`config.mk`:
```
export PLATFORM = sky130hd
export DESIGN_NAME = motor_ramp_ctrl
export DESIGN_NICKNAME = d
export VERILOG_FILES = /design/src/rtl/motor_ramp_ctrl.sv
export SDC_FILE = /design/constraint.sdc
export NUM_CORES = 1
export LEC_CHECK = 0
export BUFFER_PORTS_ARGS = -buffer_cell sky130_fd_sc_hd__buf_2
export CAP_MARGIN = 40
export CORE_ASPECT_RATIO = 0.7
export CORE_UTILIZATION = 40
export CTS_CLUSTER_SIZE = 14
export DETAILED_ROUTE_END_ITERATION = 8
export PLACE_DENSITY_LB_ADDON = 0.12
export SLEW_MARGIN = 5
export SYNTH_ARGS = -nofsm -noshare
export SYNTH_HDL_FRONTEND = slang
export SYNTH_SLANG_ARGS = --single-unit
```
`constraint.sdc`:
```
create_clock -name PCLK -period 1.52 [get_ports PCLK]
set_input_delay 0.152 -clock PCLK [delete_from_list [all_inputs] [get_ports PCLK]]
set_output_delay 0.152 -clock PCLK [all_outputs]
set_load 0.1 [all_outputs]
```
`src/rtl/motor_ramp_ctrl.sv`:
```
// motor_ramp_ctrl: per-wheel duty/direction sequencer in front of pwm_gen/dir_sel.
// Slews duty toward the software target one STEP per ramp tick, ramps to zero
// and waits out a dead time before any direction reversal, and latches an
// emergency stop until software drops the enable.
//
// state       | meaning
// ------------+-------------------------------------------------------------
// S_IDLE      | bridge disabled, duty 0, waiting for tgt_en
// S_RUN       | enabled, duty slewing toward tgt_duty in the current direction
// S_RAMP_DOWN | direction change requested, duty slewing to 0
// S_DEAD      | duty 0, bridge enabled, dead time before the direction flips
// S_FAULT     | emergency stop latched, duty 0, bridge disabled

module motor_ramp_ctrl #(
    parameter int RAMP_DIV    = 1000,
    parameter int STEP        = 1,
    parameter int DEAD_CYCLES = 100
) (
    input  logic       PCLK,
    input  logic       PRESERN,
    input  logic [7:0] tgt_duty,
    input  logic       tgt_dir,
    input  logic       tgt_en,
    input  logic       estop,
    output logic [7:0] duty_out,
    output logic       dir_out,
    output logic       en_out,
    output logic       busy,
    output logic       fault
);

    localparam int TW = (RAMP_DIV > 1) ? $clog2(RAMP_DIV) : 1;
    localparam int DW = (DEAD_CYCLES > 1) ? $clog2(DEAD_CYCLES) : 1;
    localparam logic [TW-1:0] TICK_LAST = TW'(RAMP_DIV - 1);
    localparam logic [DW-1:0] DEAD_LOAD = DW'(DEAD_CYCLES - 1);
    localparam logic [8:0]    STEP9     = 9'(STEP);

    typedef enum logic [2:0] {
        S_IDLE,
        S_RUN,
        S_RAMP_DOWN,
        S_DEAD,
        S_FAULT
    } state_t;

    state_t        state, state_nx;
    logic [1:0]    rst_sync;
    logic          rst_n;
    logic [TW-1:0] tick_cnt;
    logic          tick;
    logic [DW-1:0] dead_cnt, dead_nx;
    logic [7:0]    duty_nx;
    logic          dir_nx;
    logic          en_nx;
    logic [8:0]    sum9;
    logic [8:0]    dif9;
    logic [7:0]    up_val;
    logic [7:0]    dn_val;
    logic [7:0]    dn_zero;
    logic [7:0]    approach;

    // Reset asserts immediately, releases two PCLK edges later so all flops leave reset together.
    always_ff @(posedge PCLK or negedge PRESERN) begin
        if (!PRESERN) rst_sync <= 2'b00;
        else          rst_sync <= {rst_sync[0], 1'b1};
    end

    assign rst_n = rst_sync[1];

    // Free-running ramp tick divider, independent of the FSM.
    always_ff @(posedge PCLK or negedge rst_n) begin
        if (!rst_n)    tick_cnt <= '0;
        else if (tick) tick_cnt <= '0;
        else           tick_cnt <= tick_cnt + TW'(1);
    end

    assign tick = (tick_cnt == TICK_LAST);

    // Saturating step arithmetic, done in 9 bits so neither direction can wrap.
    always_comb begin
        sum9    = {1'b0, duty_out} + STEP9;
        dif9    = {1'b0, duty_out} - STEP9;
        up_val  = (sum9 > {1'b0, tgt_duty}) ? tgt_duty : sum9[7:0];
        dn_val  = (dif9[8] || (dif9[7:0] < tgt_duty)) ? tgt_duty : dif9[7:0];
        dn_zero = dif9[8] ? 8'd0 : dif9[7:0];
        if (duty_out < tgt_duty)      approach = up_val;
        else if (duty_out > tgt_duty) approach = dn_val;
        else                          approach = duty_out;
    end

    // Next state and next register values; estop beats tgt_en beats the per-state rules.
    always_comb begin
        state_nx = state;
        duty_nx  = duty_out;
        dir_nx   = dir_out;
        en_nx    = en_out;
        dead_nx  = dead_cnt;

        if (estop) begin
            state_nx = S_FAULT;
            duty_nx  = 8'd0;
            en_nx    = 1'b0;
        end else if (state == S_FAULT) begin
            duty_nx = 8'd0;
            en_nx   = 1'b0;
            if (!tgt_en) state_nx = S_IDLE;
        end else if (!tgt_en) begin
            state_nx = S_IDLE;
            duty_nx  = 8'd0;
            en_nx    = 1'b0;
        end else begin
            case (state)
                S_IDLE: begin
                    state_nx = S_RUN;
                    dir_nx   = tgt_dir;
                    duty_nx  = 8'd0;
                    en_nx    = 1'b1;
                end
                S_RUN: begin
                    if (tgt_dir != dir_out) begin
                        if (duty_out == 8'd0) begin
                            state_nx = S_DEAD;
                            dead_nx  = DEAD_LOAD;
                        end else begin
                            state_nx = S_RAMP_DOWN;
                        end
                    end else if (tick) begin
                        duty_nx = approach;
                    end
                end
                S_RAMP_DOWN: begin
                    if (tgt_dir == dir_out) begin
                        state_nx = S_RUN;
                    end else if (duty_out == 8'd0) begin
                        state_nx = S_DEAD;
                        dead_nx  = DEAD_LOAD;
                    end else if (tick) begin
                        duty_nx = dn_zero;
                    end
                end
                S_DEAD: begin
                    duty_nx = 8'd0;
                    en_nx   = 1'b1;
                    if (dead_cnt == '0) begin
                        state_nx = S_RUN;
                        dir_nx   = tgt_dir;
                    end else begin
                        dead_nx = dead_cnt - DW'(1);
                    end
                end
                default: begin
                    state_nx = S_IDLE;
                    duty_nx  = 8'd0;
                    en_nx    = 1'b0;
                end
            endcase
        end
    end

    // State and output registers.
    always_ff @(posedge PCLK or negedge rst_n) begin
        if (!rst_n) begin
            state    <= S_IDLE;
            duty_out <= 8'd0;
            dir_out  <= 1'b0;
            en_out   <= 1'b0;
            fault    <= 1'b0;
            dead_cnt <= '0;
        end else begin
            state    <= state_nx;
            duty_out <= duty_nx;
            dir_out  <= dir_nx;
            en_out   <= en_nx;
            fault    <= (state_nx == S_FAULT);
            dead_cnt <= dead_nx;
        end
    end

    assign busy = (state == S_RAMP_DOWN) || (state == S_DEAD) ||
                  ((state == S_RUN) && ((duty_out != tgt_duty) || (dir_out != tgt_dir)));

endmodule

```
==> Yosys cells after proc, flatten, opt, wreduce, memory -nomap -nowiden <==
Cells that the tools add are included.
{ "word_totals": {"register_bits": 33, "out_inout_bits": 12, "in_bits": 13} }
{ "op_classes": {"mux": 36, "n_lt_le_gt_ge": 4, "reduce_logical": 15, "bitwise": 2, "eq_ne": 21, "n_addsub": 4} }
{ "op_table": {"columns": ["cell", "n"], "rows": [
  ["2-to-1 mux 8 bit", 13],
  ["2-to-1 mux 7 bit", 4],
  ["!= test 5 bit, second input constant", 5],
  ["2-to-1 mux 3 bit", 8],
  ["case mux 7 bit (3 select lines)", 1],
  ["< comparator 8 bit", 2],
  ["case mux 8 bit (2 select lines)", 1],
  ["case mux 3 bit (4 select lines)", 1],
  ["adder 10 x 1 -> 10 bit, second input constant", 1],
  ["== test 10 bit, second input constant", 1],
  ["2-to-1 mux 10 bit", 1],
  ["adder 8 x 1 -> 9 bit, second input constant", 1],
  ["greater-than comparator 9 x 8 -> 1 bit", 1],
  ["subtractor 8 x 1 -> 9 bit, second input constant", 1],
  ["greater-than comparator 8 bit", 1],
  ["logical NOT 8 bit", 1],
  ["!= test 2 bit, second input constant", 4],
  ["!= test 8 bit", 1],
  ["logical NOT 7 bit", 1],
  ["AND reduction 7 bit", 1],
  ["subtractor 7 x 1 -> 7 bit, second input constant", 1],
  ["== test 3 x 2 -> 1 bit, second input constant", 2],
  ["== test 3 bit, second input constant", 2],
  ["!= test 6 bit, second input constant", 1],
  ["other kinds (15)", 26]
]} }

==> Logic depth before layout (Yosys ltp) <==
{ "depth": {"word_depth": 12, "depth_mapped": 13, "depth_no_buf": 13} }

==> Worst setup path before layout <==
Ideal clock, no wire load.
{ "synth_path": {"kind": "register to register", "startpoint": "register duty_out[1]", "endpoint": "register duty_out[5]", "synth_period_minus_slack_ps": 3781, "setup_ps": 131, "slack_ps": -2261, "stages_incl_launch_ff": 13, "n_path_buf": 0, "arrival_ps": 3650, "required_time_ps": 1389, "cell_sequence": "dfrtp_1 ha_1 nand3_1 or2_2 xnor2_1 ha_1 a21o_1 a21oi_1 o22ai_1 nor2_1 mux2_2 a22oi_1 nand3_1"} }
{ "synth_between": {"elab_chain_cells": 12, "word_cells_on_any_way": 25} }
{ "synth_lines": {"columns": ["element", "line", "source"], "rows": [
  ["start, declared", "25", "output logic [7:0] duty_out,"],
  ["start signal, assigned", "171", "duty_out <= duty_nx;"],
  ["subtractor 8 x 1 -> 9 bit", "82", "dif9 = {1'b0, duty_out} - STEP9;"],
  ["< comparator 8 bit", "84", "dn_val = (dif9[8] || (dif9[7:0] < tgt_duty)) ? tgt_duty : dif9[7:0];"],
  ["logical OR 1 bit", "84", null],
  ["2-to-1 mux 8 bit", "84", null],
  ["2-to-1 mux 8 bit", "87", "else if (duty_out > tgt_duty) approach = dn_val;"],
  ["2-to-1 mux 8 bit", "86", "if (duty_out < tgt_duty) approach = up_val;"],
  ["2-to-1 mux 8 bit", "127", "end else if (tick) begin"],
  ["2-to-1 mux 8 bit", "120", "if (tgt_dir != dir_out) begin"],
  ["case mux 8 bit (2 select lines)", "112", "case (state)"],
  ["2-to-1 mux 8 bit", "107", "end else if (!tgt_en) begin"],
  ["2-to-1 mux 8 bit", "103", "end else if (state == S_FAULT) begin"],
  ["2-to-1 mux 8 bit", "99", "if (estop) begin"]
]} }
Parallel ways exist; a longest one is shown, timed or not. The select of a mux whose other input is x is not followed.
A chain may end at the register's enable or synchronous reset.

==> Final worst setup path <==
{ "layout_path": {"startpoint": "register duty_out[0]", "endpoint": "register duty_out[6]"} }
The elaborated chain is that of the path after synthesis.

==> results.json <==
{
  "status": "finished, violations left",
  "failed_checks": "setup timing",
  "reg2reg_setup_slack_ns": -1.45,
  "synth.distinct_cells": 59,
  "finalWorstSetupSlack_ns": -1.45,
  "crit_end": "duty_out[6]",
  "p_total_mw": 2.49,
  "ys_ff_latch": 33,
  "slew_violations": 0,
  "crit_arrival_ns": 3.14,
  "grt_pass1_vias": 2749,
  "cap_violations": 0,
  "maxSlewHeadroom_pct": 60.7,
  "cts_buffers": 5,
  "cts_tree": "done",
  "critical_path.startpoint": "duty_out[0]",
  "yosys_warnings": 0,
  "syn_area_per_cell_um2": 8.81,
  "track_usage_pct": 24.4,
  "nets": 468,
  "fmaxAchievable_mhz": 336,
  "p_leak_nw": 2.05,
  "initial_core_util_pct": 42.1,
  "dieWidth_um": 99.6,
  "io_pins": 25,
  "r2r-start": "duty_out[0]",
  "syn_to_final_growth_pct": 59.1,
  "rsz0062_at_grt": "yes",
  "hp-class": "in2async",
  "drive_gt1_share_pct": 51.2,
  "worstSetupStartpointType": "flip-flop",
  "fin_crit_sh_pct": 196,
  "synthArstFlopShare_pct": 100,
  "portBuffers": 24,
  "fin_cells": 519,
  "grt_max_degree": 32,
  "clockBufferDepth": 2,
  "fp.dieArea_um2": 7010,
  "crit_type": "reg2reg",
  "grt_pass1_wl_um": 13200,
  "core_area_um2": 6340,
  "root_buffer": "clkbuf_8",
  "diodes": 0,
  "netlist_area_um2": 2670,
  "die_h_um": 70.3,
  "num_vias": 2635,
  "worst_r2r_path_depth": 12,
  "final-setup-viol-count": 19,
  "synth_edf_count": 0,
  "rr_endpoint": "duty_out[6]",
  "h-tree-depth": 2,
  "min_period_ns": 2.97,
  "path_max_fanout": 7,
  "clock-sinks": 33,
  "finalHoldViolations": 0,
  "row_count": 24,
  "ys_dominant_reg_cell": "dfrtp_1",
  "setup_tns_ns": -18.37,
  "cp.required_ns": 1.69,
  "postPlaceCellArea_um2": 3680,
  "post-route-drc-count": 0,
  "tightest_slew_ns": 0.583,
  "stdcell_area_um2": 4250,
  "first_pass_iters": 4,
  "drtIter0Drc": 91,
  "clock_latency_ns": 0.28,
  "place_ws_ns": -1.54,
  "antenna_found_initial": 0,
  "ir_worst_vdd_uv": 348,
  "wl_per_cell_um": 15.5,
  "gp_congestion": 0.873,
  "syn-num-nets": 344,
  "fin_skew_ns": 0.00635,
  "wl_um": 8020,
  "overflow": 0,
  "yosysSeqAreaShare_pct": 30.9,
  "power_density_nw_per_um2": 587,
  "dp.cells": 503,
  "ant_nets": 0,
  "synthCells": 303,
  "end_kind": "flip-flop",
  "viasPerCell": 5.08,
  "place_hpwl_um": 6070,
  "clkTransAtPathRegs_ns": 0.07
}
## how the worst min path moves through the flow
stage	start	endpoint	slack, ns	cells after the start
floorplan	PRESERN	rst_sync[0]	-0.14	0
CTS	estop	fault	0.17	3
detailed placement	PRESERN	rst_sync[1]	-0.06	1
global placement	PRESERN	rst_sync[1]	-0.06	1
global route	estop	fault	0.17	3
finish	PRESERN	rst_sync[0]	0.18	2
## final cells by class
class                           instances  area [µm²]
Clock buffer                            7        96.3
Clock inverter                          1        5.00
Fill cell                             518        2090
Inverter                               15        61.3
Multi-Input combinational cell        246        2150
Sequential cell                        33         857
Tap cell                               91         114
Timing Repair Buffer                  126         962
## critical path, cell delays in order (launching register included)
cell,delay [ns]
dfrtp_4,0.53
inv_4,0.08
ha_4,0.12
or4b_4,0.47
buf_4,0.17
nand2_2,0.11
ha_4,0.23
a211oi_4,0.32
a31oi_4,0.16
nand2_4,0.16
a21oi_2,0.07
a22o_1,0.18
a221o_1,0.26
## sequential cells by signal, indices dropped and copies added, names as in the netlist
name	count
rst_sync	2
state	3
fault	1
dead_cnt	7
dir_out	1
duty_out	8
tick_cnt	10
en_out	1
## layer usage
metal	wire, µm	vias to the layer above	global-route usage [%]
met5	0	-	0
met2	3550	43	37.9
li1	-	1325	-
met3	370	6	3.70
met4	66	0	5.39
met1	4030	1261	35.8
## through the flow
stage | hold WS, ns | util, %
2_1_floorplan | -0.144 | -
3_3_place_gp | -0.0608 | 58.1
5_1_grt | 0.174 | 67.0
3_5_place_dp | -0.0599 | 58.1
6_report | 0.177 | 67.0
4_1_cts | 0.166 | 63.9
## cells in the mapped netlist, types with 2 or more instances
library cell | number | area, µm²
a211oi_1 | 2 | 15.0
a21o_1 | 4 | 30.0
a21oi_1 | 12 | 60.1
a22oi_1 | 7 | 52.6
a31o_2 | 2 | 17.5
a31oi_1 | 3 | 18.8
and3_1 | 2 | 12.5
buf_2 | 3 | 15.0
buf_6 | 2 | 22.5
clkbuf_1 | 3 | 11.3
dfrtp_1 | 33 | 826
ha_1 | 28 | 350
inv_1 | 15 | 56.3
mux2_2 | 5 | 56.3
mux2i_1 | 8 | 80.1
nand2_1 | 29 | 109
nand3_1 | 18 | 90.1
nand4_1 | 2 | 12.5
nor2_1 | 33 | 124
nor2b_1 | 6 | 37.5
nor3_1 | 7 | 35.0
nor4_1 | 2 | 12.5
o211ai_1 | 2 | 15.0
o21a_1 | 2 | 15.0
o21ai_0 | 11 | 55.1
o21bai_1 | 3 | 22.5
or2_2 | 3 | 18.8
or3_1 | 3 | 18.8
xnor2_1 | 7 | 61.3
xor2_1 | 17 | 149
## cells by family (layout without fill, tap and decap cells)
kind of cell	after synthesis	in the layout	synth area share, %
mux	13	13	5.11
simple gates	119	119	22.9
fa+ha+maj	29	29	13.5
xor+xnor	24	24	7.88
compound gates	60	60	15.3
buf+inv	24	149	4.22
other cells	1	1	0.141
flops	33	33	30.9
## cells in the final DEF, fill, tap and decap left out, drive strengths merged, types with 2 or more instances in the layout
cell | synthesis | final
a211oi | 2 | 2
a21o | 4 | 4
a21oi | 12 | 12
a22oi | 7 | 7
a31o | 2 | 2
a31oi | 3 | 3
and3 | 2 | 2
buf | 6 | 121
clkbuf | 3 | 11
dfrtp | 33 | 33
ha | 28 | 28
inv | 15 | 15
mux2 | 5 | 5
mux2i | 8 | 8
nand2 | 30 | 30
nand3 | 18 | 18
nand4 | 2 | 2
nor2 | 33 | 33
nor2b | 6 | 6
nor3 | 9 | 9
nor3b | 2 | 2
nor4 | 2 | 2
o211ai | 2 | 2
o21a | 2 | 2
o21ai | 12 | 12
o21bai | 3 | 3
o31ai | 2 | 2
or2 | 4 | 4
or3 | 3 | 3
or3b | 2 | 2
xnor2 | 7 | 7
xor2 | 17 | 17
## power by group
part / switching [mW] / total, mW / internal [mW]
logic: 0.389 / 0.752 / 0.363
clock network: 0.330 / 0.739 / 0.409
registers: 0.0466 / 1.00 / 0.954
## what timing repair did
item | CTS | global route
hold endpoints to repair | 2 | 0
pin swaps | 19 | 23
resized for setup | 41 | 41
hold buffers | 1 | 0
gates cloned | 0 | 0
buffers inserted | 6 | 3
endpoints found under the setup margin | 20 | 22
No activity file was read; power rests on OpenSTA's default activity.
